--- config.mk ---
export PLATFORM = sky130hd
export DESIGN_NAME = dlatch_ift_flat
export DESIGN_NICKNAME = d
export VERILOG_FILES = /design/src/rtl/ift_pkg.sv /design/src/rtl/dlatch_ift_if.sv /design/src/rtl/ift_ctrl_taint.sv /design/src/rtl/dlatch_ift.sv /design/src/flat_wrapper.sv
export SDC_FILE = /design/constraint.sdc
export NUM_CORES = 1
export LEC_CHECK = 0
export ABC_AREA = 1
export BUFFER_PORTS_ARGS = -buffer_cell sky130_fd_sc_hd__buf_2
export CAP_MARGIN = 30
export CORE_MARGIN = 2
export CORE_UTILIZATION = 25
export CTS_CLUSTER_SIZE = 12
export DETAILED_ROUTE_END_ITERATION = 8
export REMOVE_ABC_BUFFERS = 1
export SLEW_MARGIN = 0
export SYNTH_ARGS = -nofsm -noshare
export SYNTH_HDL_FRONTEND = slang
export SYNTH_SLANG_ARGS = --single-unit
export TNS_END_PERCENT = 50
--- constraint.sdc ---
create_clock -name clk -period 1.2 [get_ports clk]
set_clock_uncertainty 0.1 [all_clocks]
set_input_delay 0.24 -clock clk [delete_from_list [all_inputs] [get_ports clk]]
set_output_delay 0.24 -clock clk [all_outputs]
set_load 0.005 [all_outputs]
--- src/rtl/ift_pkg.sv ---
// rtl/ift_pkg.sv - shared taint-label types and helpers for IFT-instrumented logic
package ift_pkg;

   localparam int unsigned TAINT_W = 32;

   typedef logic [TAINT_W-1:0] taint_t;

   localparam taint_t taint_none = '0;

   function automatic taint_t taint_join(input taint_t a, input taint_t b);
      return a | b;
   endfunction

endpackage

--- src/rtl/dlatch_ift_if.sv ---
// rtl/dlatch_ift_if.sv - data/taint bundle between a tracked latch and its driver
interface dlatch_ift_if #(
   parameter int unsigned DATA_W = 2
) ();

   logic [DATA_W-1:0]  D;
   ift_pkg::taint_t    D_t;
   logic               EN;
   ift_pkg::taint_t    EN_t;
   logic [DATA_W-1:0]  Q;
   ift_pkg::taint_t    Q_t;

   modport master (
      output D, D_t, EN, EN_t,
      input  Q, Q_t
   );

   modport slave (
      input  D, D_t, EN, EN_t,
      output Q, Q_t
   );

endinterface

--- src/rtl/ift_ctrl_taint.sv ---
// rtl/ift_ctrl_taint.sv - taint contributed by a control input to a storage element
module ift_ctrl_taint
   import ift_pkg::*;
#(
   parameter int unsigned DATA_W  = 2,
   parameter bit          PRECISE = 1'b1
) (
   input  taint_t            en_t_i,
   input  logic [DATA_W-1:0] d_i,
   input  logic [DATA_W-1:0] q_i,
   output taint_t            ctrl_t_o
);

   // In precise mode the enable is only observable when it selects between differing values.
   logic ctrl_matters;

   assign ctrl_matters = (PRECISE == 1'b0) || (d_i != q_i);
   assign ctrl_t_o     = ctrl_matters ? en_t_i : taint_none;

endmodule

--- src/rtl/dlatch_ift.sv ---
// rtl/dlatch_ift.sv - clock-sampled enable latch with taint propagation into Q_t
module dlatch_ift
   import ift_pkg::*;
#(
   parameter int unsigned DATA_W  = 2,
   parameter bit          PRECISE = 1'b1
) (
   input  logic          clk,
   input  logic          rst,
   dlatch_ift_if.slave   bus
);

   logic [DATA_W-1:0] q_q;
   logic [DATA_W-1:0] q_d;
   taint_t            q_t_q;
   taint_t            q_t_d;
   taint_t            ctrl_t;

   ift_ctrl_taint #(
      .DATA_W  (DATA_W),
      .PRECISE (PRECISE)
   ) u_ctrl_taint (
      .en_t_i   (bus.EN_t),
      .d_i      (bus.D),
      .q_i      (q_q),
      .ctrl_t_o (ctrl_t)
   );

   // A load replaces the stale label; a hold accumulates control taint on top of it.
   always_comb begin
      q_d   = q_q;
      q_t_d = taint_join(q_t_q, ctrl_t);
      if (bus.EN) begin
         q_d   = bus.D;
         q_t_d = taint_join(bus.D_t, ctrl_t);
      end
   end

   always_ff @(posedge clk or posedge rst) begin
      if (rst) begin
         q_q   <= '0;
         q_t_q <= taint_none;
      end else begin
         q_q   <= q_d;
         q_t_q <= q_t_d;
      end
   end

   assign bus.Q   = q_q;
   assign bus.Q_t = q_t_q;

endmodule

--- src/flat_wrapper.sv ---
// flat-port wrapper written by rule: the top's interface ports become plain ports
module dlatch_ift_flat import ift_pkg::*;
#(
   parameter int unsigned DATA_W  = 2,
   parameter bit          PRECISE = 1'b1
)
  (clk, rst, bus_D, bus_D_t, bus_EN, bus_EN_t, bus_Q, bus_Q_t);
  dlatch_ift_if #(.DATA_W(DATA_W)) bus_i ();
  input  logic clk;
  input  logic rst;
  input wire logic [$bits(bus_i.D)-1:0] bus_D;
  input wire logic [$bits(bus_i.D_t)-1:0] bus_D_t;
  input wire logic [$bits(bus_i.EN)-1:0] bus_EN;
  input wire logic [$bits(bus_i.EN_t)-1:0] bus_EN_t;
  output wire logic [$bits(bus_i.Q)-1:0] bus_Q;
  output wire logic [$bits(bus_i.Q_t)-1:0] bus_Q_t;
  assign bus_i.D = bus_D;
  assign bus_i.D_t = bus_D_t;
  assign bus_i.EN = bus_EN;
  assign bus_i.EN_t = bus_EN_t;
  assign bus_Q = bus_i.Q;
  assign bus_Q_t = bus_i.Q_t;
  dlatch_ift #(.DATA_W(DATA_W), .PRECISE(PRECISE)) u_core (.clk(clk), .rst(rst), .bus(bus_i));
endmodule
# ---- Yosys cells after proc, flatten, opt, wreduce, memory -nomap -nowiden
# Index checks and enable logic that the tools add are counted.
dict set report word_totals {
  regBits 34
  inputBits 69
}
dict set report classes {
  bitwise_logic 2
  eq_ne 1
  mux 2
}
# operator n
set op_table {}
lappend op_table {{two-way mux 32 bit} 2}
lappend op_table {{bitwise OR 32 bit} 2}
lappend op_table {{inequality test 2 bit} 1}

# ---- Depth between registers and ports, before layout
dict set report depth {
  depth_word 4
  depth_mapped 7
  ltp_nobuf 6
}

# ---- Cells and area by module
# A second synthesis with hierarchy kept.
dict set report hier_totals {
  cells_unflattened 257
  hier_area_um2 1984.4
}
# module cells_per_inst seq_area_each_um2 instances area_each_um2
set by_module_without_submodules {}
lappend by_module_without_submodules {dlatch_ift 177 850.8 1 1473.9}
lappend by_module_without_submodules {ift_ctrl_taint 80 0.0 1 510.5}

# ---- Least setup slack after synthesis
# Ideal clock, no wire load.
dict set report synth_timing {
  kind {register to register}
  startpoint {reg u_core.q_q[0], in the netlist u_core.bus.Q[0]}
  endpoint {reg u_core.q_t_q[1], in the netlist u_core.bus.Q_t[1]}
  required_ns 0.979
  period_less_slack_ns 1.080
  setup_ns 0.121
  setup_slack_ns 0.120
  n_path_buf 1
  path_stages_with_launch 8
  t_arrival_ns 0.860
  cell_sequence {dfrtp_1 > inv_1 > nand2_1 > nand2_1 > nand2_2 > buf_6 > nand2_1 > nand2_1}
}
dict set report synth_between {
  elab_chain_cells 4
  word_cells_on_any_way 5
  classes_between {1 x eq/ne; 2 x mux; 2 x bitwise}
}
# item line_no
set synth_rtl {}
lappend synth_rtl {{from (decl)} dlatch_ift.sv:13} ;# logic [DATA_W-1:0] q_q;
lappend synth_rtl {{from (signal assigned)} dlatch_ift.sv:44} ;# q_q <= q_d;
lappend synth_rtl {{inequality test 2 bit *} ift_ctrl_taint.sv:17} ;# assign ctrl_matters = (PRECISE == 1'b0) || (d_i != q_i);
lappend synth_rtl {{two-way mux 32 bit *} ift_ctrl_taint.sv:18} ;# assign ctrl_t_o = ctrl_matters ? en_t_i : taint_none;
lappend synth_rtl {{bitwise OR 32 bit} ift_pkg.sv:11} ;# return a | b;
lappend synth_rtl {{two-way mux 32 bit *} dlatch_ift.sv:33} ;# if (bus.EN) begin
lappend synth_rtl {{named net u_core.q_t_d[1]} dlatch_ift.sv:16} ;# taint_t q_t_d;
lappend synth_rtl {{to (signal assigned)} dlatch_ift.sv:42} ;# q_t_q <= taint_none;
lappend synth_rtl {{to (signal assigned)} dlatch_ift.sv:45} ;# q_t_q <= q_t_d;
lappend synth_rtl {{to (decl)} dlatch_ift.sv:15} ;# taint_t q_t_q;
# Mark *: on every way through the listed nets, which the timed path passes. The rest lies on a longest branch.
# A chain may end at the register's enable or synchronous reset.

# ---- Final worst setup path
dict set report layout_timing {
  startpoint {reg u_core.q_q[0], in the netlist u_core.bus.Q[0]}
  endpoint {reg u_core.q_t_q[25], in the netlist u_core.bus.Q_t[25]}
}
# The elaborated chain is that of the path after synthesis.

==> metrics.txt <==
# TYPE chip_impl_metric gauge
chip_impl_info{name="crit_type",value="flip-flop to flip-flop"} 1
chip_impl_metric{name="nNetsFinal",unit=""} 395
chip_impl_info{name="critPathTopFamily",value="flip-flops"} 1
chip_impl_metric{name="crit_path_max_incr_delay",unit="ns"} 0.40
chip_impl_metric{name="antenna-diode-count",unit=""} 0
chip_impl_metric{name="critical_path_required",unit="ns"} 1.26
chip_impl_metric{name="die_h",unit="um"} 84.9
chip_impl_metric{name="seq_area",unit="sq um"} 851
chip_impl_metric{name="fillerInstances",unit=""} 662
chip_impl_metric{name="yosys-mux-area-fraction",unit=""} 0
chip_impl_metric{name="yosysSeqAreaShare",unit=""} 0.519
chip_impl_info{name="timing.critical_path.slowest_stage_cell",value="sky130_fd_sc_hd__dfrtp_1"} 1
chip_impl_metric{name="numCtsBuffers",unit=""} 5
chip_impl_metric{name="track_usage",unit=""} 0.111
chip_impl_metric{name="totalPowerFinal",unit="mW"} 2.66
chip_impl_info{name="main_combinational_cell_family_by_area_after_synthesis",value="simple AND/OR/NAND/NOR gates"} 1
chip_impl_metric{name="final.min_clock_period",unit="ns"} 1.16
chip_impl_metric{name="wl_per_cell",unit="um"} 9.96
chip_impl_metric{name="io-pin-count",unit=""} 103
chip_impl_info{name="outcome",value="complete, no violations"} 1
chip_impl_metric{name="post-cts-setup-buffer-count",unit=""} 0
chip_impl_info{name="post_synth_main_area_contributors",value="sky130_fd_sc_hd__dfrtp_1 52%, sky130_fd_sc_hd__nand2_1 24%, sky130_fd_sc_hd__o21ai_0 9.2%"} 1
chip_impl_metric{name="place.port_buffers",unit=""} 102
chip_impl_metric{name="via_count_of_the_first_global_routing_pass",unit=""} 1503
chip_impl_metric{name="insertion_delay",unit="ns"} 0.27
chip_impl_metric{name="routabilityCongestion",unit=""} 0.778
chip_impl_metric{name="achievable-frequency",unit="GHz"} 0.863
chip_impl_info{name="cp_cell_sequence",value="inv_2, nand2_2, nand2_2, nand2_4, buf_12, nand2_1, nand2_1"} 1
chip_impl_metric{name="synth-xor-area-share",unit=""} 0
chip_impl_metric{name="post_synth_inst_count",unit=""} 220
chip_impl_metric{name="final_core_util",unit=""} 0.386
chip_impl_metric{name="finalCritPeriodShare",unit=""} 0.966
chip_impl_metric{name="yosys.cell_types.count",unit=""} 10
chip_impl_metric{name="finalSetupViolations",unit=""} 0
chip_impl_info{name="ys_dominant_reg_cell",value="sky130_fd_sc_hd__dfrtp_1"} 1
chip_impl_metric{name="worst_pin_slew",unit="ns"} 0.229
chip_impl_metric{name="drt.antenna.violating_nets",unit=""} 0
chip_impl_metric{name="route.final.wire_length",unit="um"} 4010
chip_impl_metric{name="overflow",unit=""} 0
chip_impl_info{name="worstSetupEndpointType",value="flip-flop"} 1
chip_impl_metric{name="post_drt_via_cell_ratio",unit=""} 4.00
chip_impl_info{name="crit_path_start_kind",value="flip-flop"} 1
chip_impl_metric{name="synth-async-reset-ratio",unit=""} 1.00
chip_impl_metric{name="hpwl",unit="um"} 2980
chip_impl_metric{name="power.static_leakage",unit="nW"} 1.33
chip_impl_info{name="synth_area_leader_cell",value="sky130_fd_sc_hd__dfrtp_1"} 1
chip_impl_metric{name="vias_post_dr",unit=""} 1606
chip_impl_metric{name="grt_start_max_net_pins",unit=""} 35
chip_impl_metric{name="synth_area_in_compound_gates",unit=""} 0.104
chip_impl_metric{name="drt_drc_violations_left",unit=""} 0
chip_impl_metric{name="hold_viol_final",unit=""} 0
chip_impl_metric{name="maxCapViolCount",unit=""} 0
chip_impl_info{name="hold_path.startpoint",value="bus_EN_t[9]"} 1
chip_impl_info{name="rsz0062_at_grt",value="yes"} 1
chip_impl_metric{name="finish.instance_area",unit="sq mm"} 0.00245
chip_impl_metric{name="timing_max_transition_violations_final",unit=""} 0
chip_impl_info{name="clockRootBuffer",value="sky130_fd_sc_hd__clkbuf_8"} 1
chip_impl_metric{name="htreeDepth",unit=""} 2
chip_impl_metric{name="path_buf_inv",unit=""} 2
chip_impl_metric{name="initial_antenna_violation_count",unit=""} 0
chip_impl_metric{name="synth-adder-area-share",unit=""} 0
chip_impl_metric{name="core_region_area",unit="sq mm"} 0.00635
chip_impl_metric{name="areaGrowthSynthToFinish",unit="%"} 49.7
chip_impl_metric{name="drtIter0Drc",unit=""} 17
chip_impl_metric{name="layout-drive-gt1-share",unit=""} 0.422
chip_impl_metric{name="synth_simple_gate_area_share",unit=""} 0.242
chip_impl_metric{name="cp_max_fo",unit=""} 17
chip_impl_info{name="yosys-top-cells-count",value="104 x sky130_fd_sc_hd__nand2_1, 37 x sky130_fd_sc_hd__inv_1, 34 x sky130_fd_sc_hd__dfrtp_1"} 1
chip_impl_metric{name="clock_sink_count",unit=""} 34
chip_impl_info{name="yosys.cell_count.top_type",value="sky130_fd_sc_hd__nand2_1"} 1
chip_impl_metric{name="timing.critical_path.arrival",unit="ns"} 1.22
chip_impl_metric{name="worst_ir_drop_vdd",unit="mV"} 0.473
chip_impl_metric{name="synth_largest_type_area_fraction",unit=""} 0.519
chip_impl_metric{name="first_pass_grt_wire_length",unit="um"} 6520
chip_impl_metric{name="max-slew-margin-rel",unit=""} 0.846
chip_impl_info{name="crit-reg2reg-launch",value="u_core.bus.Q[0]"} 1
chip_impl_metric{name="number_of_search_and_repair_iterations_in_the_first_detailed_routing_pass",unit=""} 3
chip_impl_metric{name="multi_input_area",unit="sq um"} 637
chip_impl_info{name="cts_tree",value="done"} 1
chip_impl_metric{name="detailed_place.area",unit="sq mm"} 0.00226
chip_impl_metric{name="cts.path.max_buffers",unit=""} 2
chip_impl_metric{name="synthesis.yosys.warnings",unit=""} 0
chip_impl_info{name="holdCritPathClass",value="primary input to flip-flop"} 1
chip_impl_metric{name="floorplan.rows",unit=""} 29
chip_impl_metric{name="postSynthRegisterBits",unit=""} 34
chip_impl_info{name="crit_path_start",value="u_core.bus.Q[0]"} 1
chip_impl_metric{name="start_util",unit=""} 0.258
chip_impl_metric{name="die_area",unit="sq mm"} 0.00721
chip_impl_metric{name="post_synth.cell_area_avg",unit="sq um"} 7.44
chip_impl_metric{name="die_x",unit="um"} 84.9
chip_impl_metric{name="power-per-cell-area",unit="mW/mm^2"} 1090
chip_impl_metric{name="syn-cell-area",unit="sq mm"} 0.00164
chip_impl_metric{name="synth_enable_flop_cells",unit=""} 0
chip_impl_metric{name="clkTransAtPathRegs",unit="ns"} 0.06
## power by group
part	internal [mW]	total, mW	leakage [nW]	switching (mW)
logic	0.290	0.580	0.947	0.290
clock network	0.442	0.800	0.0431	0.358
registers	1.24	1.28	0.343	0.0443
total	1.97	2.66	1.33	0.693
## kinds of logic after synthesis
logic type             Yosys count
buffers and inverters           47
AOI/OAI and AO/OA               34
DFF                             34
and+or+nand+nor                105
## layer usage
metal	global-route usage	wire length [um]	up-vias
met4	0.0303	15	0
met3	0.0399	324	2
li1	-	-	857
met2	0.180	1900	60
met1	0.140	1760	687
met5	0	0	-
## cell type report
type	instances	share of cell area
clock buffer	6	0.0337
inverter	37	0.0567
multi-input combinational	139	0.260
sequential	34	0.347
tap	77	0.0393
timing repair buffer	109	0.263
## cell usage in the layout (no fill, tap or decap), drive strengths merged
| cell | netlist | final |
|---|---|---|
| buf | 8 | 107 |
| nand2 | 105 | 105 |
| inv | 37 | 37 |
| dfrtp | 34 | 34 |
| o21ai | 34 | 34 |
| clkbuf | 2 | 7 |
| dlygate4sd3 | 0 | 1 |
## state kept, by name, indices dropped and copies added, names as in the netlist
signal / cells
u_core.bus.Q_t: 32
u_core.bus.Q: 2
## worst paths after layout
path,endpoint,slack (ns),cells after the start
max reg2reg,u_core.bus.Q_t[25],0.04,7
min in group asynchronous,u_core.bus.Q_t[24],0.46,4
max,u_core.bus.Q_t[25],0.04,7
min reg2reg,u_core.bus.Q_t[26],0.39,2
max in group asynchronous,u_core.bus.Q_t[1],0.37,4
min,u_core.bus.Q_t[9],0.06,3
## what timing repair did
action | 4_1_cts | 5_1_grt
setup endpoints to repair | 0 | 32
resized for setup | 0 | 26
hold buffers | 1 | 0
endpoints found under the hold margin | 34 | 0
## metrics by stage
step	hold slack [ns]	cells	setup slack, ns	TNS, ns
after CTS	0.0455	401	0.0343	0
after global placement	0.205	394	0.0413	0
after detailed placement	0.205	394	0.0455	0
final	0.0579	402	0.0406	0
after global routing	0.0491	402	-0.0234	-0.0841
after floorplan	0.247	210	0.0253	0
## worst reg2reg max path, delay by kind of cell (launching register included)
kind / cells / cell delay, ns
and+or+nand+nor: 5 / 0.31
DFF: 1 / 0.40
buffers and inverters: 2 / 0.23
(Power assumes the default switching activity.)
